<file path="src/rtl/unsat_clause_random_selector_if.sv">
// Bundle of request, seed and result signals between the clause checker bank,
// the random unsatisfied-clause selector and the move-proposal consumer.
interface unsat_clause_random_selector_if #(
    parameter int CLAUSE_INDEX_WIDTH   = 3,
    parameter int INT_COEFF_WIDTH      = 4,
    parameter int INT_VAR_INDEX_WIDTH  = 1,
    parameter int BOOL_VAR_INDEX_WIDTH = 1,
    parameter int LFSR_WIDTH           = 24
);
    localparam int N      = 1 << CLAUSE_INDEX_WIDTH;
    localparam int INT_W  = ((1 << INT_VAR_INDEX_WIDTH) + 1) * INT_COEFF_WIDTH;
    localparam int BOOL_W = 2 * (1 << BOOL_VAR_INDEX_WIDTH);

    logic                            in_start;
    logic                            in_all_checkers_ready;
    logic [N-1:0]                    in_clause_satisfied;
    logic [N*INT_W-1:0]              in_clause_coefficients_integer;
    logic [N*BOOL_W-1:0]             in_clause_coefficients_boolean;
    logic                            in_seed_load;
    logic [LFSR_WIDTH-1:0]           in_seed;
    logic                            in_out_ready;
    logic                            out_valid;
    logic                            out_busy;
    logic                            out_all_satisfied;
    logic [CLAUSE_INDEX_WIDTH:0]     out_unsat_count;
    logic [CLAUSE_INDEX_WIDTH-1:0]   out_clause_index;
    logic [INT_W-1:0]                out_clause_coefficients_integer;
    logic [BOOL_W-1:0]               out_clause_coefficients_boolean;

    // Requester / consumer side
    modport master (
        output in_start, in_all_checkers_ready, in_clause_satisfied,
               in_clause_coefficients_integer, in_clause_coefficients_boolean,
               in_seed_load, in_seed, in_out_ready,
        input  out_valid, out_busy, out_all_satisfied, out_unsat_count,
               out_clause_index, out_clause_coefficients_integer,
               out_clause_coefficients_boolean
    );

    // Selector side
    modport slave (
        input  in_start, in_all_checkers_ready, in_clause_satisfied,
               in_clause_coefficients_integer, in_clause_coefficients_boolean,
               in_seed_load, in_seed, in_out_ready,
        output out_valid, out_busy, out_all_satisfied, out_unsat_count,
               out_clause_index, out_clause_coefficients_integer,
               out_clause_coefficients_boolean
    );
endinterface

</file>
<file path="src/rtl/unsat_clause_random_selector.sv">
// Sequential random unsatisfied-clause selector for the WalkSAT/MCMC step.
// Latches the satisfied mask, counts unsatisfied clauses, draws a rank from a
// free-running Galois LFSR and scans for the clause of that rank.
module unsat_clause_random_selector #(
    parameter int                      CLAUSE_INDEX_WIDTH   = 3,
    parameter int                      INT_COEFF_WIDTH      = 4,
    parameter int                      INT_VAR_INDEX_WIDTH  = 1,
    parameter int                      BOOL_VAR_INDEX_WIDTH = 1,
    parameter int                      LFSR_WIDTH           = 24,
    parameter logic [LFSR_WIDTH-1:0]   LFSR_SEED            = 24'hACE1,
    // x^24 + x^23 + x^22 + x^17 + 1, maximal length for the default width
    parameter logic [LFSR_WIDTH-1:0]   LFSR_TAPS            = 24'hE10000
) (
    input logic                          in_clk,
    input logic                          in_reset,
    unsat_clause_random_selector_if.slave bus
);
    localparam int N      = 1 << CLAUSE_INDEX_WIDTH;
    localparam int INT_W  = ((1 << INT_VAR_INDEX_WIDTH) + 1) * INT_COEFF_WIDTH;
    localparam int BOOL_W = 2 * (1 << BOOL_VAR_INDEX_WIDTH);
    localparam int CW     = CLAUSE_INDEX_WIDTH + 1;   // count width, 0..N
    localparam int RW     = CLAUSE_INDEX_WIDTH + 8;   // rank width
    localparam int PW     = RW + CW;                  // rank*count product width

    localparam logic [1:0] S_IDLE  = 2'd0;
    localparam logic [1:0] S_COUNT = 2'd1;
    localparam logic [1:0] S_SCAN  = 2'd2;
    localparam logic [1:0] S_DONE  = 2'd3;

    logic [1:0]                    r_state;
    logic [LFSR_WIDTH-1:0]         r_lfsr;
    logic [N-1:0]                  r_mask;
    logic [N*INT_W-1:0]            r_coeff_int;
    logic [N*BOOL_W-1:0]           r_coeff_bool;
    logic [CW-1:0]                 r_target;
    logic [CLAUSE_INDEX_WIDTH-1:0] r_ptr;
    logic                          r_valid;
    logic                          r_busy;
    logic                          r_all_sat;
    logic [CW-1:0]                 r_unsat_count;
    logic [CLAUSE_INDEX_WIDTH-1:0] r_index;
    logic [INT_W-1:0]              r_out_int;
    logic [BOOL_W-1:0]             r_out_bool;

    logic [LFSR_WIDTH-1:0]         w_lfsr_next;
    logic [CW-1:0]                 w_cnt;
    logic [PW-1:0]                 w_product;
    logic [CW-1:0]                 w_target;
    logic [INT_W-1:0]              w_int_arr  [N];
    logic [BOOL_W-1:0]             w_bool_arr [N];

    // Per-clause views of the latched coefficient vectors for the scan mux
    genvar gi;
    generate
        for (gi = 0; gi < N; gi++) begin : g_clause
            assign w_int_arr[gi]  = r_coeff_int[gi*INT_W +: INT_W];
            assign w_bool_arr[gi] = r_coeff_bool[gi*BOOL_W +: BOOL_W];
        end
    endgenerate

    // Right-shifting Galois step
    assign w_lfsr_next = {1'b0, r_lfsr[LFSR_WIDTH-1:1]} ^ (r_lfsr[0] ? LFSR_TAPS : '0);

    // Unsatisfied count and scaled rank: target = (R*cnt) >> RW lies in 0..cnt-1
    always_comb begin
        w_cnt = '0;
        for (int i = 0; i < N; i++) begin
            w_cnt = w_cnt + CW'(r_mask[i] ? 0 : 1);
        end
        w_product = PW'(r_lfsr[RW-1:0]) * PW'(w_cnt);
        w_target  = CW'(w_product >> RW);
    end

    // LFSR runs every edge; a seed load wins and a zero seed falls back to the default
    always_ff @(posedge in_clk or posedge in_reset) begin
        if (in_reset) begin
            r_lfsr <= LFSR_SEED;
        end else if (bus.in_seed_load) begin
            r_lfsr <= (bus.in_seed == '0) ? LFSR_SEED : bus.in_seed;
        end else begin
            r_lfsr <= w_lfsr_next;
        end
    end

    // Selection FSM with registered result outputs
    always_ff @(posedge in_clk or posedge in_reset) begin
        if (in_reset) begin
            r_state       <= S_IDLE;
            r_mask        <= '0;
            r_coeff_int   <= '0;
            r_coeff_bool  <= '0;
            r_target      <= '0;
            r_ptr         <= '0;
            r_valid       <= 1'b0;
            r_busy        <= 1'b0;
            r_all_sat     <= 1'b0;
            r_unsat_count <= '0;
            r_index       <= '0;
            r_out_int     <= '0;
            r_out_bool    <= '0;
        end else begin
            case (r_state)
                S_IDLE: begin
                    if (bus.in_start && bus.in_all_checkers_ready) begin
                        r_mask       <= bus.in_clause_satisfied;
                        r_coeff_int  <= bus.in_clause_coefficients_integer;
                        r_coeff_bool <= bus.in_clause_coefficients_boolean;
                        r_busy       <= 1'b1;
                        r_state      <= S_COUNT;
                    end
                end
                S_COUNT: begin
                    r_unsat_count <= w_cnt;
                    r_target      <= w_target;
                    r_ptr         <= '0;
                    if (w_cnt == '0) begin
                        r_valid    <= 1'b1;
                        r_all_sat  <= 1'b1;
                        r_index    <= '0;
                        r_out_int  <= '0;
                        r_out_bool <= '0;
                        r_state    <= S_DONE;
                    end else begin
                        r_state <= S_SCAN;
                    end
                end
                S_SCAN: begin
                    if (!r_mask[r_ptr] && r_target == '0) begin
                        r_valid    <= 1'b1;
                        r_all_sat  <= 1'b0;
                        r_index    <= r_ptr;
                        r_out_int  <= w_int_arr[r_ptr];
                        r_out_bool <= w_bool_arr[r_ptr];
                        r_state    <= S_DONE;
                    end else begin
                        if (!r_mask[r_ptr]) begin
                            r_target <= r_target - CW'(1);
                        end
                        r_ptr <= r_ptr + CLAUSE_INDEX_WIDTH'(1);
                    end
                end
                S_DONE: begin
                    // start is deliberately not looked at here, even on the accept edge
                    if (bus.in_out_ready) begin
                        r_valid <= 1'b0;
                        r_busy  <= 1'b0;
                        r_state <= S_IDLE;
                    end
                end
                default: r_state <= S_IDLE;
            endcase
        end
    end

    assign bus.out_valid                       = r_valid;
    assign bus.out_busy                        = r_busy;
    assign bus.out_all_satisfied               = r_all_sat;
    assign bus.out_unsat_count                 = r_unsat_count;
    assign bus.out_clause_index                = r_index;
    assign bus.out_clause_coefficients_integer = r_out_int;
    assign bus.out_clause_coefficients_boolean = r_out_bool;
endmodule

</file>
<file path="src/flat_wrapper.sv">
// flat-port wrapper written by rule: the top's interface ports become plain ports
module unsat_clause_random_selector_flat 
#(
    parameter int                      CLAUSE_INDEX_WIDTH   = 3,
    parameter int                      INT_COEFF_WIDTH      = 4,
    parameter int                      INT_VAR_INDEX_WIDTH  = 1,
    parameter int                      BOOL_VAR_INDEX_WIDTH = 1,
    parameter int                      LFSR_WIDTH           = 24,
    parameter logic [LFSR_WIDTH-1:0]   LFSR_SEED            = 24'hACE1,
                                                                          
    parameter logic [LFSR_WIDTH-1:0]   LFSR_TAPS            = 24'hE10000
)
  (in_clk, in_reset, bus_in_start, bus_in_all_checkers_ready, bus_in_clause_satisfied, bus_in_clause_coefficients_integer, bus_in_clause_coefficients_boolean, bus_in_seed_load, bus_in_seed, bus_in_out_ready, bus_out_valid, bus_out_busy, bus_out_all_satisfied, bus_out_unsat_count, bus_out_clause_index, bus_out_clause_coefficients_integer, bus_out_clause_coefficients_boolean);
  unsat_clause_random_selector_if #(.CLAUSE_INDEX_WIDTH(CLAUSE_INDEX_WIDTH), .INT_COEFF_WIDTH(INT_COEFF_WIDTH), .INT_VAR_INDEX_WIDTH(INT_VAR_INDEX_WIDTH), .BOOL_VAR_INDEX_WIDTH(BOOL_VAR_INDEX_WIDTH), .LFSR_WIDTH(LFSR_WIDTH)) bus_i ();
  input logic in_clk;
  input logic in_reset;
  input wire logic [$bits(bus_i.in_start)-1:0] bus_in_start;
  input wire logic [$bits(bus_i.in_all_checkers_ready)-1:0] bus_in_all_checkers_ready;
  input wire logic [$bits(bus_i.in_clause_satisfied)-1:0] bus_in_clause_satisfied;
  input wire logic [$bits(bus_i.in_clause_coefficients_integer)-1:0] bus_in_clause_coefficients_integer;
  input wire logic [$bits(bus_i.in_clause_coefficients_boolean)-1:0] bus_in_clause_coefficients_boolean;
  input wire logic [$bits(bus_i.in_seed_load)-1:0] bus_in_seed_load;
  input wire logic [$bits(bus_i.in_seed)-1:0] bus_in_seed;
  input wire logic [$bits(bus_i.in_out_ready)-1:0] bus_in_out_ready;
  output wire logic [$bits(bus_i.out_valid)-1:0] bus_out_valid;
  output wire logic [$bits(bus_i.out_busy)-1:0] bus_out_busy;
  output wire logic [$bits(bus_i.out_all_satisfied)-1:0] bus_out_all_satisfied;
  output wire logic [$bits(bus_i.out_unsat_count)-1:0] bus_out_unsat_count;
  output wire logic [$bits(bus_i.out_clause_index)-1:0] bus_out_clause_index;
  output wire logic [$bits(bus_i.out_clause_coefficients_integer)-1:0] bus_out_clause_coefficients_integer;
  output wire logic [$bits(bus_i.out_clause_coefficients_boolean)-1:0] bus_out_clause_coefficients_boolean;
  assign bus_i.in_start = bus_in_start;
  assign bus_i.in_all_checkers_ready = bus_in_all_checkers_ready;
  assign bus_i.in_clause_satisfied = bus_in_clause_satisfied;
  assign bus_i.in_clause_coefficients_integer = bus_in_clause_coefficients_integer;
  assign bus_i.in_clause_coefficients_boolean = bus_in_clause_coefficients_boolean;
  assign bus_i.in_seed_load = bus_in_seed_load;
  assign bus_i.in_seed = bus_in_seed;
  assign bus_i.in_out_ready = bus_in_out_ready;
  assign bus_out_valid = bus_i.out_valid;
  assign bus_out_busy = bus_i.out_busy;
  assign bus_out_all_satisfied = bus_i.out_all_satisfied;
  assign bus_out_unsat_count = bus_i.out_unsat_count;
  assign bus_out_clause_index = bus_i.out_clause_index;
  assign bus_out_clause_coefficients_integer = bus_i.out_clause_coefficients_integer;
  assign bus_out_clause_coefficients_boolean = bus_i.out_clause_coefficients_boolean;
  unsat_clause_random_selector #(.CLAUSE_INDEX_WIDTH(CLAUSE_INDEX_WIDTH), .INT_COEFF_WIDTH(INT_COEFF_WIDTH), .INT_VAR_INDEX_WIDTH(INT_VAR_INDEX_WIDTH), .BOOL_VAR_INDEX_WIDTH(BOOL_VAR_INDEX_WIDTH), .LFSR_WIDTH(LFSR_WIDTH), .LFSR_SEED(LFSR_SEED), .LFSR_TAPS(LFSR_TAPS)) u_core (.in_clk(in_clk), .in_reset(in_reset), .bus(bus_i));
endmodule
</file>
<file path="config.mk">
export PLATFORM = sky130hd
export DESIGN_NAME = unsat_clause_random_selector_flat
export DESIGN_NICKNAME = d
export VERILOG_FILES = /design/src/rtl/unsat_clause_random_selector_if.sv /design/src/rtl/unsat_clause_random_selector.sv /design/src/flat_wrapper.sv
export SDC_FILE = /design/constraint.sdc
export NUM_CORES = 1
export LEC_CHECK = 0
export CAP_MARGIN = 20
export CORE_MARGIN = 2
export CORE_UTILIZATION = 50
export DETAILED_ROUTE_END_ITERATION = 16
export HOLD_SLACK_MARGIN = 0.03
export MAX_ROUTING_LAYER = met4
export PLACE_DENSITY = 0.84
export SYNTH_ARGS = -nofsm -noshare
export SYNTH_HDL_FRONTEND = slang
export SYNTH_SLANG_ARGS = --single-unit
</file>
<file path="constraint.sdc">
create_clock -name in_clk -period 20.7 [get_ports in_clk]
set_clock_uncertainty 0.2 [all_clocks]
set_input_delay 4.14 -clock in_clk [delete_from_list [all_inputs] [get_ports in_clk]]
set_output_delay 4.14 -clock in_clk [all_outputs]
set_load 0.005 [all_outputs]
</file>
== Word level (Yosys, flattened, before mapping) ==
Index checks and enable logic that the tools add are counted.
Operators by class
  $add $sub $neg: 9
  multiply operators: 1
  divide/modulo/power cells: 0
  $lt $le $gt $ge: 2
  equality and inequality tests: 9
  shift-type cells: 0
  mux-type cells: 46
  bitwise gates (word level): 2
  reductions and logical operators: 17
Operators with widths (number)
  24-bit 2-to-1 mux: 3
  12-bit 2-to-1 mux: 4
  12-bit binary-select mux with 3-bit select: 1
  4-bit adder: 7
  24-bit logical NOT: 1
  4-bit 2-to-1 mux: 6
  12-bit one-hot mux with 2 select lines: 1
  23-bit by 24-bit bitwise XOR with 24-bit output: 1
  4-bit one-hot mux with 2 select lines: 2
  11-bit by 4-bit multiplier with 15-bit output: 1
  1-bit 2-to-1 mux: 15
  4-bit binary-select mux with 3-bit select: 1
  3-bit one-hot mux with 2 select lines: 2
  3-bit AND reduction: 4
  3-bit 2-to-1 mux: 3
  4-bit logical NOT: 2
  2-bit one-hot mux with 4 select lines: 1
  2-bit 2-to-1 mux: 3
  2-bit by 1-bit inequality test with 1-bit output (second input constant): 3
  2-bit inequality test (second input constant): 3
  2-bit == test (second input constant): 2
  4-bit greater-or-equal comparator (second input constant): 1
  3-bit by 4-bit < comparator with 1-bit output (second input constant): 1
  3-bit NOT with 4-bit output: 1
  other kinds (13): 17
Storage, ports and cells
  register bits after elaboration: 195
  latch bits: 0
  bits in writable memories: 0
  memory bits (read-only): 0
  output and inout bits: 26
  word-level logic and storage cells: 100
  memories kept: 0

== Depth between registers and ports, before layout ==
  word-level depth: 11
  gate-level depth with buffers: 20
  gate-level depth less buffers: 19

== Worst setup path before layout ==
Ideal clock, no wire load.
  kind: register -> register
  start point: register u_core.r_mask[0]
  end point: register u_core.r_target[3]
  library setup time: 0.069 ns
  arrival: 5.711 ns
  data required time: 20.431 ns
  setup slack: 14.719 ns
  stages on the path, launching flop included: 21
  path buffers: 1
  clock period less this slack: 5.981 ns
  cell sequence: dfrtp_1 -> fa_1 -> inv_1 -> fa_1 -> fa_1 -> ha_1 -> fa_1 -> xor2_1 -> clkbuf_1 -> and2_1 -> fa_1 -> inv_1 -> fa_1 -> inv_1 -> ha_1 -> a21oi_1 -> o211ai_1 -> a21oi_1 -> a31oi_1 -> or4b_2 -> nand3_1
Between the ends
  cells in the longest elaborated chain, start to end: 10
Ends and longest elaborated chain
  from (decl): line unsat_clause_random_selector.sv:32  | logic [N-1:0] r_mask;
  from (signal assigned): line unsat_clause_random_selector.sv:105  | r_mask <= bus.in_clause_satisfied;
  1-bit 2-to-1 mux: line unsat_clause_random_selector.sv:68  | w_cnt = w_cnt + CW'(r_mask[i] ? 0 : 1);
  4-bit adder (7 in a row): line unsat_clause_random_selector.sv:68
  11-bit by 4-bit multiplier with 15-bit output: line unsat_clause_random_selector.sv:70  | w_product = PW'(r_lfsr[RW-1:0]) * PW'(w_cnt);
  4-bit one-hot mux with 2 select lines: line unsat_clause_random_selector.sv:102  | case (r_state)
  to (signal assigned): line unsat_clause_random_selector.sv:114  | r_target <= w_target;
  to (signal assigned): line unsat_clause_random_selector.sv:137  | r_target <= r_target - CW'(1);
  to (decl): line unsat_clause_random_selector.sv:35  | logic [CW-1:0] r_target;
Parallel ways exist; a longest one is shown, timed or not. The select of a mux whose other input is x is not followed.
A chain may end at the register's enable or synchronous reset.

== Worst setup path after layout ==
Same ends and word-level chain as after synthesis.

==> metrics list <==
* Wire length of the first global-routing pass: roughly 37 mm
- The floorplan step defined a die boundary enclosing ~0.021 mm^2.
- Maximum frequency from static timing analysis: ~150 MHz
* First-iteration detailed-routing DRC count: roughly 330
- Number of pins with negative max-slew slack in the final report: 0
* Netlist area before placement: 0.00995 mm^2
* Hold-fix buffers, CTS: 0
* Post-synthesis instance total: roughly 730
* Adder and majority gate portion of the synthesized area: under 10%
- Result of the run: finished, final reports clean
* Synth Register Bits: 195
- The core region is 0.0195 mm^2.
- Required time of the critical path: around 21000 ps
* Cell count after placement: about 1200
- Number of buffers inserted by post-CTS setup repair: 0
- Fraction of the core area covered by cells at the end of the flow: between 60% and 70%
- Starting Density: approximately half
- Period utilisation layout: between 30% and 40%
- Stage delay of the slowest cell on the critical path: around 750 ps
* Row count: 51
* Syn-to-layout area delta: 27.6%
- Clock latency of the later-clocked register in the worst-skew pair: between 400 and 500 ps
- Nets@finish: ~1100
* Parity-gate share of the synthesized area counting xor and xnor cells: 0.352%
* Worst-margin pin slew: between 1000 and 1500 ps
- The finished layout holds about 1200 standard cells, fillers aside.
- Bufs and invs on worst path: 3
- The hold violation total from the final report is 0.
* Critical path fanouts, max: 13
- The tightest min-delay check is of the flop to flop type.
- Critical-path cell with the highest stage delay: sky130_fd_sc_hd__xor2_1
* Dpl hpwl: around 16 mm
- Routability-driven placement finished with a final weighted congestion of a little over 0.8.
* Global routing usage summed across all routing layers: 22.7%
- Sequence of cells on the critical path: fa_1 > inv_1 > fa_1 > fa_1 > ha_1 > fa_1 > xor2_1 > and2_1 > fa_1 > inv_1 > fa_1 > inv_1 > ha_1 > a21oi_1 > o211ai_1 > a21oi_1 > a31oi_1 > or4b_2 > nand3_1
- TritonCTS clock tree: done
* Path type of the worst setup path: flop to flop
- Relative slew slack: between 30 and 40%
* Proportion of layout cells with a drive suffix above 1: between 20% and 30%
- The tightest hold path in the finished design has a slack of around 280 ps.
- The clock period could shrink to 6550 ps.
- CTS buffer count: 17
- DRC: 0
- Arrival time worst endpoint: roughly 6700 ps
* Post-Route WL: ~22 mm
- The cell family contributing the most delay on the critical path is adder cells.
* Initial antenna violation count: 3
- Proportion of register bits with asynchronous set or reset after synthesis: 100%
- Cell mode on critical path: sky130_fd_sc_hd__fa_1
* Setup TNS Final: 0 ps
* Synth Net Count: 945
- After detailed routing, the average wire length per cell comes to about 19 um.
- Number of max-cap violations: 0
- Kind of end point of the critical path: flop
- From bottom edge to top edge, the die measures between 100 and 150 um.
* Pre-antenna DRT Iters: 5
* Netlist cell types: 49
- Total grt overflow: 0
* Unrepaired setup endpoints after global routing: no
- Leaving out fill and tap cells, the most frequent cell in the layout is sky130_fd_sc_hd__clkdlybuf4s50_1.
- The synthesized netlist devotes around 5.7% of its cell area to compound gates.
* Vias per Instance: between 5 and 6
* Number of sinks handled by clock tree synthesis: 195
* Mapped Avg Cell Area: ~14 um^2
* Total of cells resized after clock tree synthesis: 0
* Clk pin slew, worst setup/hold paths: approximately 70 ps
* Root cell of the clock tree: sky130_fd_sc_hd__clkbuf_16
* H-tree depth: 4
- After synthesis, the largest family of logic cells by area is multiplexers.
- YS warnings: 0
* Seq/Total Area, Yosys: 49.1%
- Via count of the first global-routing pass: ~7000
- STA classifies the critical path startpoint as a flop.
- The clock passes through at most 2 buffers.
- Total I/O pin count: 192
- Commonest cells after routing, fill and taps aside: sky130_fd_sc_hd__clkdlybuf4s50_1 (191), sky130_fd_sc_hd__dfrtp_1 (185), sky130_fd_sc_hd__mux2_2 (153), sky130_fd_sc_hd__inv_1 (50), sky130_fd_sc_hd__nand2_1 (39)
- Simple-gate area share of the yosys netlist: roughly 6.3%
- After synthesis, the share of cell area in mux cells is between 20% and 30%.
- Setup violations remaining at the end of the flow were counted as 0.
* Via total after detailed routing: approximately 6400
- Entering global routing, the biggest net connects roughly 110 pins.
- During placement, the flow inserted port buffers numbering 191.
* Main synth FF type: sky130_fd_sc_hd__dfrtp_1
- The detail route stage leaves a number of antenna-violating nets equal to 0.
* Die width: 145 um
- Number of enable flip-flop cells after synthesis: 0
## worst paths after layout
check                                  start                endpoint  slack (ps)  depth (start not counted)
setup / recovery            u_core.r_mask[0]      u_core.r_target[3]       14150                         19
hold / removal             u_core.r_lfsr[14]       u_core.r_lfsr[13]         280                          1
setup reg to reg            u_core.r_mask[0]      u_core.r_target[3]       14150                         19
hold reg to reg            u_core.r_lfsr[14]       u_core.r_lfsr[13]         280                          1
max in group asynchronous           in_reset  u_core.r_coeff_int[44]       15110                          4
min in group asynchronous           in_reset       u_core.r_lfsr[19]        4060                          2
## synth_stat cells (8+ instances only)
cell	n	area, um^2
sky130_fd_sc_hd__mux2_2	153	1720
sky130_fd_sc_hd__and2_1	31	194
sky130_fd_sc_hd__inv_1	51	191
sky130_fd_sc_hd__nand2_1	39	146
sky130_fd_sc_hd__o21ai_0	11	55.1
sky130_fd_sc_hd__nand2_2	10	62.6
sky130_fd_sc_hd__mux4_2	34	766
sky130_fd_sc_hd__dfrtp_1	187	4680
sky130_fd_sc_hd__dfstp_2	8	210
sky130_fd_sc_hd__ha_1	26	325
sky130_fd_sc_hd__fa_1	21	420
sky130_fd_sc_hd__mux2i_1	20	200
sky130_fd_sc_hd__o22a_1	8	70.1
sky130_fd_sc_hd__o31ai_2	16	200
sky130_fd_sc_hd__clkbuf_1	32	120
## worst reg2reg max path: stages, from the launching register on
cell and delay, ps:
sky130_fd_sc_hd__dfrtp_1 410, sky130_fd_sc_hd__fa_1 550, sky130_fd_sc_hd__inv_1 50, sky130_fd_sc_hd__fa_1 460, sky130_fd_sc_hd__fa_1 500, sky130_fd_sc_hd__ha_1 240
sky130_fd_sc_hd__fa_1 400, sky130_fd_sc_hd__xor2_1 750, sky130_fd_sc_hd__and2_1 260, sky130_fd_sc_hd__fa_1 410, sky130_fd_sc_hd__inv_1 90, sky130_fd_sc_hd__fa_1 380
sky130_fd_sc_hd__inv_1 60, sky130_fd_sc_hd__ha_1 260, sky130_fd_sc_hd__a21oi_1 200, sky130_fd_sc_hd__o211ai_1 110, sky130_fd_sc_hd__a21oi_1 230, sky130_fd_sc_hd__a31oi_1 170
sky130_fd_sc_hd__or4b_2 630, sky130_fd_sc_hd__nand3_1 100
## flip-flops by register name, indices dropped and copies added (netlist names)
signal and flops:
u_core.r_coeff_int 96, u_core.r_coeff_bool 32, u_core.r_lfsr 24, u_core.bus.out_clause_coefficients_integer 12, u_core.r_mask 8, u_core.bus.out_clause_coefficients_boolean 4
u_core.bus.out_unsat_count 4, u_core.r_target 4, u_core.bus.out_clause_index 3, u_core.r_ptr 3, u_core.r_state 2, u_core.bus.out_all_satisfied 1
u_core.bus.out_busy 1, u_core.bus.out_valid 1
## area by class of cell
class	instances	area (um^2)
clock buffer	22	464
inverter	52	203
timing repair buffer	196	1970
antenna	3	7.51
sequential	195	4890
multi-input combinational	444	4690
fill	1465	6820
clock inverter	10	145
tap	265	332
## through the flow
step,cell area [um^2],setup slack [ps]
6_report,12700,14150
5_1_grt,12700,13730
4_1_cts,12700,14080
3_5_place_dp,12100,13720
3_3_place_gp,12100,13760
2_1_floorplan,9950,11060
## metal layers
| metal | up-vias | part of all wire [%] | GRT usage [%] |
|---|---|---|---|
| li1 | 2950 | - | - |
| met1 | 3269 | 44 | 29.1 |
| met2 | 145 | 50 | 36.8 |
| met3 | 31 | 4.3 | 4.91 |
| met4 | 0 | 1.6 | 6.81 |
| met5 | - | 0 | - |
## kinds of logic after synthesis
kind of cell,count (synthesis)
muxes,208
DFF,195
and+or+nand+nor,117
xor gates and xnor gates,4
adders and majority gates,47
buffers and inverters,93
AOI/OAI and AO/OA,68
Power is left out: the tool's default activity adds up to more than one toggle a clock period on the data nets, which glitch-free logic cannot reach.
